$ cat src/rtl/rsa_key_ctrl_if.sv
// Host and engine-side signal bundle for the RSA key setup sequencer.
// The slave modport is the sequencer's view; master is the host/engine view.
interface rsa_key_ctrl_if #(
  parameter int WIDTH = 8
);
  logic               req;
  logic [WIDTH-1:0]   p;
  logic [WIDTH-1:0]   q;
  logic               busy;
  logic               key_valid;
  logic               err;
  logic [1:0]         err_code;
  logic [WIDTH-1:0]   e_out;
  logic [2*WIDTH-1:0] d_out;
  logic [2*WIDTH-1:0] n_out;
  logic               kg_start;
  logic [WIDTH-1:0]   kg_p;
  logic [WIDTH-1:0]   kg_q;
  logic [WIDTH-1:0]   kg_e;
  logic               kg_finish;
  logic               inv_start;
  logic [WIDTH-1:0]   inv_e;
  logic [2*WIDTH-1:0] inv_phi;
  logic [2*WIDTH-1:0] inv_d;
  logic               inv_finish;
  logic               inv_fail;

  modport slave (
    input  req, p, q, kg_e, kg_finish,
    input  inv_d, inv_finish, inv_fail,
    output busy, key_valid, err, err_code,
    output e_out, d_out, n_out,
    output kg_start, kg_p, kg_q,
    output inv_start, inv_e, inv_phi
  );

  modport master (
    output req, p, q, kg_e, kg_finish,
    output inv_d, inv_finish, inv_fail,
    input  busy, key_valid, err, err_code,
    input  e_out, d_out, n_out,
    input  kg_start, kg_p, kg_q,
    input  inv_start, inv_e, inv_phi
  );
endinterface

$ cat src/rtl/rsa_key_ctrl.sv
// RSA key setup sequencer: validates p/q, forms n and phi, then runs
// KeyGen and the modular-inverse engine with a per-engine timeout.
module rsa_key_ctrl #(
  parameter int WIDTH   = 8,
  parameter int TIMEOUT = 1024
) (
  input logic           clk,
  input logic           rst,
  rsa_key_ctrl_if.slave bus
);
  localparam int DW = 2 * WIDTH;
  localparam int CW = $clog2(TIMEOUT);
  localparam logic [CW-1:0] CNT_LAST = CW'(TIMEOUT - 1);
  localparam logic [WIDTH-1:0] MIN_PQ = WIDTH'(3);

  typedef enum logic [2:0] {
    S_IDLE,
    S_KG_START,
    S_KG_WAIT,
    S_INV_START,
    S_INV_WAIT,
    S_DONE,
    S_ERR
  } state_t;

  state_t          state_q, state_d;
  logic [CW-1:0]   cnt_q, cnt_d;
  logic [1:0]      code_q, code_d;
  logic [WIDTH-1:0] e_q, e_d;
  logic [DW-1:0]   d_q, d_d;
  logic [DW-1:0]   n_q, n_d;
  logic [DW-1:0]   phi_q, phi_d;
  logic [WIDTH-1:0] p_q, p_d;
  logic [WIDTH-1:0] q_q, q_d;
  logic            busy_q, busy_d;
  logic            kv_q, kv_d;
  logic            err_q, err_d;
  logic            kgs_q, kgs_d;
  logic            invs_q, invs_d;

  logic             bad;
  logic [WIDTH-1:0] pm1;
  logic [WIDTH-1:0] qm1;

  assign bad = (bus.p < MIN_PQ) || (bus.q < MIN_PQ)
            || (bus.p == bus.q);
  assign pm1 = bus.p - WIDTH'(1);
  assign qm1 = bus.q - WIDTH'(1);

  // Next-state, counter and latched-data decode.
  always_comb begin
    state_d = state_q;
    cnt_d   = cnt_q;
    code_d  = code_q;
    e_d     = e_q;
    d_d     = d_q;
    n_d     = n_q;
    phi_d   = phi_q;
    p_d     = p_q;
    q_d     = q_q;
    unique case (state_q)
      S_IDLE, S_DONE, S_ERR: begin
        if (bus.req) begin
          code_d = 2'b00;
          e_d    = '0;
          d_d    = '0;
          if (bad) begin
            state_d = S_ERR;
            code_d  = 2'b01;
          end else begin
            p_d     = bus.p;
            q_d     = bus.q;
            n_d     = DW'(bus.p) * DW'(bus.q);
            phi_d   = DW'(pm1) * DW'(qm1);
            state_d = S_KG_START;
          end
        end
      end
      S_KG_START: begin
        state_d = S_KG_WAIT;
        cnt_d   = '0;
      end
      S_KG_WAIT: begin
        if (bus.kg_finish) begin
          e_d     = bus.kg_e;
          state_d = S_INV_START;
        end else if (cnt_q == CNT_LAST) begin
          state_d = S_ERR;
          code_d  = 2'b10;
        end else begin
          cnt_d = cnt_q + CW'(1);
        end
      end
      S_INV_START: begin
        state_d = S_INV_WAIT;
        cnt_d   = '0;
      end
      S_INV_WAIT: begin
        if (bus.inv_finish) begin
          if (bus.inv_fail) begin
            state_d = S_ERR;
            code_d  = 2'b11;
          end else begin
            d_d     = bus.inv_d;
            state_d = S_DONE;
          end
        end else if (cnt_q == CNT_LAST) begin
          state_d = S_ERR;
          code_d  = 2'b11;
        end else begin
          cnt_d = cnt_q + CW'(1);
        end
      end
      default: state_d = S_IDLE;
    endcase
  end

  // Moore status outputs, registered from the next state.
  always_comb begin
    busy_d = (state_d == S_KG_START) || (state_d == S_KG_WAIT)
          || (state_d == S_INV_START) || (state_d == S_INV_WAIT);
    kv_d   = (state_d == S_DONE);
    err_d  = (state_d == S_ERR);
    kgs_d  = (state_d == S_KG_START);
    invs_d = (state_d == S_INV_START);
  end

  // State and output registers; reset clears everything.
  always_ff @(posedge clk) begin
    if (rst) begin
      state_q <= S_IDLE;
      cnt_q   <= '0;
      code_q  <= '0;
      e_q     <= '0;
      d_q     <= '0;
      n_q     <= '0;
      phi_q   <= '0;
      p_q     <= '0;
      q_q     <= '0;
      busy_q  <= 1'b0;
      kv_q    <= 1'b0;
      err_q   <= 1'b0;
      kgs_q   <= 1'b0;
      invs_q  <= 1'b0;
    end else begin
      state_q <= state_d;
      cnt_q   <= cnt_d;
      code_q  <= code_d;
      e_q     <= e_d;
      d_q     <= d_d;
      n_q     <= n_d;
      phi_q   <= phi_d;
      p_q     <= p_d;
      q_q     <= q_d;
      busy_q  <= busy_d;
      kv_q    <= kv_d;
      err_q   <= err_d;
      kgs_q   <= kgs_d;
      invs_q  <= invs_d;
    end
  end

  assign bus.busy      = busy_q;
  assign bus.key_valid = kv_q;
  assign bus.err       = err_q;
  assign bus.err_code  = code_q;
  assign bus.e_out     = e_q;
  assign bus.d_out     = d_q;
  assign bus.n_out     = n_q;
  assign bus.kg_start  = kgs_q;
  assign bus.kg_p      = p_q;
  assign bus.kg_q      = q_q;
  assign bus.inv_start = invs_q;
  assign bus.inv_e     = e_q;
  assign bus.inv_phi   = phi_q;
endmodule

$ cat src/flat_wrapper.sv
// flat-port wrapper written by rule: the top's interface ports become plain ports
module rsa_key_ctrl_flat 
#(
  parameter int WIDTH   = 8,
  parameter int TIMEOUT = 1024
)
  (clk, rst, bus_req, bus_p, bus_q, bus_kg_e, bus_kg_finish, bus_inv_d, bus_inv_finish, bus_inv_fail, bus_busy, bus_key_valid, bus_err, bus_err_code, bus_e_out, bus_d_out, bus_n_out, bus_kg_start, bus_kg_p, bus_kg_q, bus_inv_start, bus_inv_e, bus_inv_phi);
  rsa_key_ctrl_if #(.WIDTH(WIDTH)) bus_i ();
  input logic clk;
  input logic rst;
  input wire logic [$bits(bus_i.req)-1:0] bus_req;
  input wire logic [$bits(bus_i.p)-1:0] bus_p;
  input wire logic [$bits(bus_i.q)-1:0] bus_q;
  input wire logic [$bits(bus_i.kg_e)-1:0] bus_kg_e;
  input wire logic [$bits(bus_i.kg_finish)-1:0] bus_kg_finish;
  input wire logic [$bits(bus_i.inv_d)-1:0] bus_inv_d;
  input wire logic [$bits(bus_i.inv_finish)-1:0] bus_inv_finish;
  input wire logic [$bits(bus_i.inv_fail)-1:0] bus_inv_fail;
  output wire logic [$bits(bus_i.busy)-1:0] bus_busy;
  output wire logic [$bits(bus_i.key_valid)-1:0] bus_key_valid;
  output wire logic [$bits(bus_i.err)-1:0] bus_err;
  output wire logic [$bits(bus_i.err_code)-1:0] bus_err_code;
  output wire logic [$bits(bus_i.e_out)-1:0] bus_e_out;
  output wire logic [$bits(bus_i.d_out)-1:0] bus_d_out;
  output wire logic [$bits(bus_i.n_out)-1:0] bus_n_out;
  output wire logic [$bits(bus_i.kg_start)-1:0] bus_kg_start;
  output wire logic [$bits(bus_i.kg_p)-1:0] bus_kg_p;
  output wire logic [$bits(bus_i.kg_q)-1:0] bus_kg_q;
  output wire logic [$bits(bus_i.inv_start)-1:0] bus_inv_start;
  output wire logic [$bits(bus_i.inv_e)-1:0] bus_inv_e;
  output wire logic [$bits(bus_i.inv_phi)-1:0] bus_inv_phi;
  assign bus_i.req = bus_req;
  assign bus_i.p = bus_p;
  assign bus_i.q = bus_q;
  assign bus_i.kg_e = bus_kg_e;
  assign bus_i.kg_finish = bus_kg_finish;
  assign bus_i.inv_d = bus_inv_d;
  assign bus_i.inv_finish = bus_inv_finish;
  assign bus_i.inv_fail = bus_inv_fail;
  assign bus_busy = bus_i.busy;
  assign bus_key_valid = bus_i.key_valid;
  assign bus_err = bus_i.err;
  assign bus_err_code = bus_i.err_code;
  assign bus_e_out = bus_i.e_out;
  assign bus_d_out = bus_i.d_out;
  assign bus_n_out = bus_i.n_out;
  assign bus_kg_start = bus_i.kg_start;
  assign bus_kg_p = bus_i.kg_p;
  assign bus_kg_q = bus_i.kg_q;
  assign bus_inv_start = bus_i.inv_start;
  assign bus_inv_e = bus_i.inv_e;
  assign bus_inv_phi = bus_i.inv_phi;
  rsa_key_ctrl #(.WIDTH(WIDTH), .TIMEOUT(TIMEOUT)) u_core (.clk(clk), .rst(rst), .bus(bus_i));
endmodule
$ cat config.mk
export PLATFORM = sky130hd
export DESIGN_NAME = rsa_key_ctrl_flat
export DESIGN_NICKNAME = d
export VERILOG_FILES = /design/src/rtl/rsa_key_ctrl_if.sv /design/src/rtl/rsa_key_ctrl.sv /design/src/flat_wrapper.sv
export SDC_FILE = /design/constraint.sdc
export NUM_CORES = 1
export LEC_CHECK = 0
export CELL_PAD_IN_SITES_DETAIL_PLACEMENT = 0
export CELL_PAD_IN_SITES_GLOBAL_PLACEMENT = 1
export CORE_UTILIZATION = 44
export CTS_CLUSTER_SIZE = 8
export DETAILED_ROUTE_END_ITERATION = 7
export GPL_ROUTABILITY_DRIVEN = 0
export PLACE_DENSITY_LB_ADDON = 0.15
export SETUP_SLACK_MARGIN = 0.05
export SLEW_MARGIN = 30
export SYNTH_ARGS = -nofsm -noshare
export SYNTH_HDL_FRONTEND = slang
export SYNTH_SLANG_ARGS = --single-unit
$ cat constraint.sdc
create_clock -name clk -period 15.3 [get_ports clk]
set_input_delay 2.295 -clock clk [delete_from_list [all_inputs] [get_ports clk]]
set_output_delay 2.295 -clock clk [all_outputs]
set_load 0.005 [all_outputs]
==> flow_summary.rst <==
.. list-table::
   :header-rows: 1

   * - Metric
     - Value
   * - Unrepaired setup endpoints after global routing
     - false
   * - Area growth from synthesis to final layout
     - 21.2%
   * - Critical path class
     - input port to register
   * - Layout cell share with drive strength beyond 1
     - 0.0507
   * - Post-synthesis register bit count
     - 92
   * - Wire length of the first global-routing pass
     - 34200 µm
   * - Setup Slack @ Placement
     - 6.86 ns
   * - Critical Path, Cell by Cell
     - clkdlybuf4s50_1, inv_1, ha_1, inv_1, or3_1, xor2_1, or2_2, fa_1, fa_1, inv_1, fa_1, inv_1, fa_1, inv_1, ha_1, or2_2, nor2_1, a211o_1, a21oi_1, or4b_1, a21oi_1
   * - Data required time at the worst endpoint
     - 15.58 ns
   * - Count of hold-fix buffers inserted at cts
     - 0
   * - Crit Reg-Reg Startpoint
     - u_core.state_q[2]
   * - PnR worst setup slack
     - 7.17 ns
   * - CTS max path bufs
     - 2
   * - End of the worst hold path
     - u_core.bus.n_out[7]
   * - Clk_lat worst skew
     - 0.35 ns
   * - Maximum fanout count along the critical path
     - 19
   * - Maximum number of pins on one net before global-route repair
     - 78
   * - R2R depth
     - 6
   * - Number of gates resized after cts
     - 0
   * - Number of sinks on the clock net
     - 92
   * - Synthesized netlist net count
     - 1191
   * - Total Die Area
     - 19100 µm²
   * - Die Wd
     - 138 µm
   * - Post-synthesis area per instance
     - 8.28 µm²
   * - MaxCap Viol Count
     - 0
   * - Initial detailed-routing violation count
     - 454
   * - Worst-case vdd ir drop
     - 0.0693 mV
   * - Number of vias after detailed routing
     - 6891
   * - Violated checks
     - DRC
   * - Number of search-and-repair iterations in the first detailed-routing pass
     - 8
   * - Total Routing Usage GR
     - 0.224
   * - FF-to-FF End
     - u_core.bus.inv_phi[15]
   * - Max Transition Viols Final
     - 0
   * - Setup total negative slack
     - 0 ns
   * - Clock tree root buffer cell
     - sky130_fd_sc_hd__clkbuf_16
   * - Remaining number of nets flagged by the antenna check after routing
     - 0
   * - Number of antenna cells inserted
     - 0
   * - Worst-Margin Slew
     - 0.889 ns
   * - Fill cell total of the finished layout
     - 1736
   * - Highest clock rate
     - 0.123 GHz
   * - Number of buffers added by the clock tree synthesis step
     - 9
   * - Critical path launch point type
     - input port
   * - Hold path cells
     - 2
   * - Post-Syn Area
     - 8170 µm²
   * - DRC Markers
     - 36
   * - Total design power
     - 1.32 mW
   * - Most frequently used cell type in the post-synthesis netlist
     - sky130_fd_sc_hd__inv_1
   * - TritonCTS clock tree
     - done
   * - Antenna violations before repair
     - 0
   * - Result of the run
     - finished, violations left
   * - Worst-case register-to-register setup slack
     - 12.28 ns
   * - Final worst hold slack
     - 0.452 ns
   * - Initial core utilization
     - 0.452
   * - Headroom to the max-slew limit
     - 0.405
   * - Synth Warn #
     - 0
   * - I/O Buffers
     - 132
   * - Power density normalized to cell area
     - 133 nW/µm²
   * - Final hold violations
     - 0
   * - Arrival time reported for the critical path endpoint
     - 8.41 ns
   * - Leak pwr
     - 4.30 nW
   * - Number of rows in the core area
     - 49
   * - Post-synth EDFFs
     - 0
   * - Total area of multi-input combinational cells
     - 5640 µm²
   * - Worst Min Path Start
     - u_core.bus.n_out[7]
   * - Flip-flop and latch area
     - 1840 µm²
   * - Top cell types by occurrence after synthesis
     - 125 x sky130_fd_sc_hd__inv_1, 116 x sky130_fd_sc_hd__nand2_1, 108 x sky130_fd_sc_hd__nor2_1, 92 x sky130_fd_sc_hd__dfxtp_1, 86 x sky130_fd_sc_hd__ha_1
   * - Share of the synthesized area in the top cell type
     - 0.225
   * - Crit-path slowest cell
     - sky130_fd_sc_hd__clkdlybuf4s50_1
   * - Via-per-instance ratio
     - 5.25
   * - Setup-violating endpoint count in the final report
     - 0
   * - Top-level I/O count
     - 133
   * - Ys flop type
     - sky130_fd_sc_hd__dfxtp_1
   * - Sum of overflow across all layers after global routing
     - 0
   * - Buf/Inv on CP
     - 6
   * - Most used cell along the critical path
     - sky130_fd_sc_hd__inv_1
   * - Routed length per placed instance
     - 15.7 µm
   * - Final period demand of the worst path
     - 8.13 ns
   * - Critical path's largest stage delay
     - 0.78 ns
   * - Vert. Die Dim
     - 138 µm
   * - Number of H-tree branching levels
     - 3
   * - Fin nets
     - 1283
   * - Cell class contributing the biggest share of worst-path delay
     - adder cells
   * - Synthesized instance count
     - 987
   * - Area of the placeable core
     - 18100 µm²
   * - Top area cells in the synthesized netlist
     - sky130_fd_sc_hd__dfxtp_1 23%, sky130_fd_sc_hd__fa_1 18%, sky130_fd_sc_hd__ha_1 13%
   * - Post CTS Setup Buffer Count
     - 0
   * - Synth cell types
     - 64
   * - Sequential cell area fraction in the yosys report
     - 0.225
   * - Reg clk slew, reported paths
     - 0.07 ns
   * - Hold Crit Class
     - register to register
   * - Final period utilization
     - 0.532
   * - Synth async-reset ratio
     - 0
   * - Clock Skew
     - 0.00801 ns
   * - Largest area contributor in the synthesized netlist
     - sky130_fd_sc_hd__dfxtp_1
   * - Post-detailed-placement half-perimeter wirelength
     - 15700 µm
   * - Vias in the first global route
     - 6616
   * - Critical Path End Type
     - register
   * - Routed wire length
     - 20600 µm
-- flip-flops by register name, indices dropped and copies added, names as in the netlist, 2 cells and up --
name                 cells
u_core.bus.d_out        16
u_core.bus.e_out         8
u_core.bus.err_code      2
u_core.bus.inv_phi      16
u_core.bus.kg_p          8
u_core.bus.kg_q          8
u_core.bus.n_out        16
u_core.cnt_q            10
u_core.state_q           3
-- cell usage in the layout (no fill, tap or decap), types with 5 or more instances in the layout --
| cell type | count |
|---|---|
| sky130_fd_sc_hd__and2_1 | 28 |
| sky130_fd_sc_hd__a21o_1 | 6 |
| sky130_fd_sc_hd__a31oi_1 | 12 |
| sky130_fd_sc_hd__or2_2 | 20 |
| sky130_fd_sc_hd__nor2b_1 | 7 |
| sky130_fd_sc_hd__xor2_1 | 10 |
| sky130_fd_sc_hd__nand3_1 | 12 |
| sky130_fd_sc_hd__nand2_1 | 116 |
| sky130_fd_sc_hd__nand2b_1 | 5 |
| sky130_fd_sc_hd__clkbuf_16 | 9 |
| sky130_fd_sc_hd__a21oi_1 | 56 |
| sky130_fd_sc_hd__o21a_1 | 10 |
| sky130_fd_sc_hd__ha_1 | 86 |
| sky130_fd_sc_hd__nor2_1 | 107 |
| sky130_fd_sc_hd__a22oi_1 | 17 |
| sky130_fd_sc_hd__inv_1 | 125 |
| sky130_fd_sc_hd__clkdlybuf4s50_1 | 131 |
| sky130_fd_sc_hd__o21ai_0 | 21 |
| sky130_fd_sc_hd__o31ai_1 | 7 |
| sky130_fd_sc_hd__fa_1 | 72 |
| sky130_fd_sc_hd__or3_1 | 6 |
| sky130_fd_sc_hd__o21bai_1 | 6 |
| sky130_fd_sc_hd__dfxtp_1 | 92 |
| sky130_fd_sc_hd__nor4_1 | 6 |
| sky130_fd_sc_hd__or2_1 | 5 |
| sky130_fd_sc_hd__nor3_1 | 12 |
| sky130_fd_sc_hd__xnor2_1 | 22 |
| sky130_fd_sc_hd__a211oi_1 | 6 |
-- worst max path at each step --
stage | start | to | slack [ns] | cells after the start
finish | bus_q[0] | u_core.bus.inv_phi[15] | 7.17 | 21
global route | bus_q[0] | u_core.bus.inv_phi[15] | 6.83 | 21
CTS | bus_q[0] | u_core.bus.inv_phi[15] | 7.23 | 20
detailed placement | bus_q[0] | u_core.bus.inv_phi[15] | 6.86 | 21
global placement | bus_q[0] | u_core.bus.inv_phi[15] | 7.00 | 21
floorplan | bus_q[5] | u_core.bus.inv_phi[15] | 7.92 | 19
-- report_power, final --
| group | switching, mW | internal, mW | leakage, nW |
|---|---|---|---|
| Sequential | 0.0291 | 0.280 | 0.750 |
| Combinational | 0.412 | 0.347 | 3.39 |
| Clock | 0.109 | 0.147 | 0.161 |
| Total | 0.550 | 0.773 | 4.30 |
-- routing by layer --
| metal | track usage | up-vias | share of wire |
|---|---|---|---|
| met5 | 0 | - | 0 |
| met4 | 0.0532 | 0 | 0.012 |
| met3 | 0.0405 | 18 | 0.058 |
| met2 | 0.329 | 177 | 0.43 |
| met1 | 0.337 | 3270 | 0.50 |
| li1 | - | 3426 | - |
-- per-stage QoR --
| step | cell area [µm²] | cells | utilization |
|---|---|---|---|
| 2_1_floorplan | 8170 | 987 | - |
| 3_3_place_gp | 9560 | 1297 | 0.529 |
| 3_5_place_dp | 9570 | 1297 | 0.529 |
| 4_1_cts | 9900 | 1313 | 0.547 |
| 5_1_grt | 9910 | 1313 | 0.548 |
| 6_report | 9910 | 1313 | 0.548 |
-- logic make-up after synthesis --
kind of cell | count (synthesis) | share of synthesized area
compound gates | 172 | 0.137
xor+xnor | 32 | 0.0343
fa+ha+maj | 158 | 0.308
buf+inv | 179 | 0.0883
flops | 92 | 0.225
mux | 4 | 0.00520
simple gates | 350 | 0.202
-- cell type report --
cell class              count  area share
clock buffers              10      0.0231
clock inverters             6      0.0104
well taps                 229      0.0289
repair buffers            135       0.135
flip-flops and latches     92       0.186
multi-input cells         716       0.569
inverters                 125      0.0473
-- worst reg2reg max path, cell delays in order, from the launching register on --
cell	delay [ns]
sky130_fd_sc_hd__dfxtp_1	0.72
sky130_fd_sc_hd__nand2b_1	0.18
sky130_fd_sc_hd__mux2_2	0.35
sky130_fd_sc_hd__nor2_1	0.28
sky130_fd_sc_hd__nand2_2	0.58
sky130_fd_sc_hd__or4b_1	0.71
sky130_fd_sc_hd__a21oi_1	0.12
(Power assumes the default switching activity.)
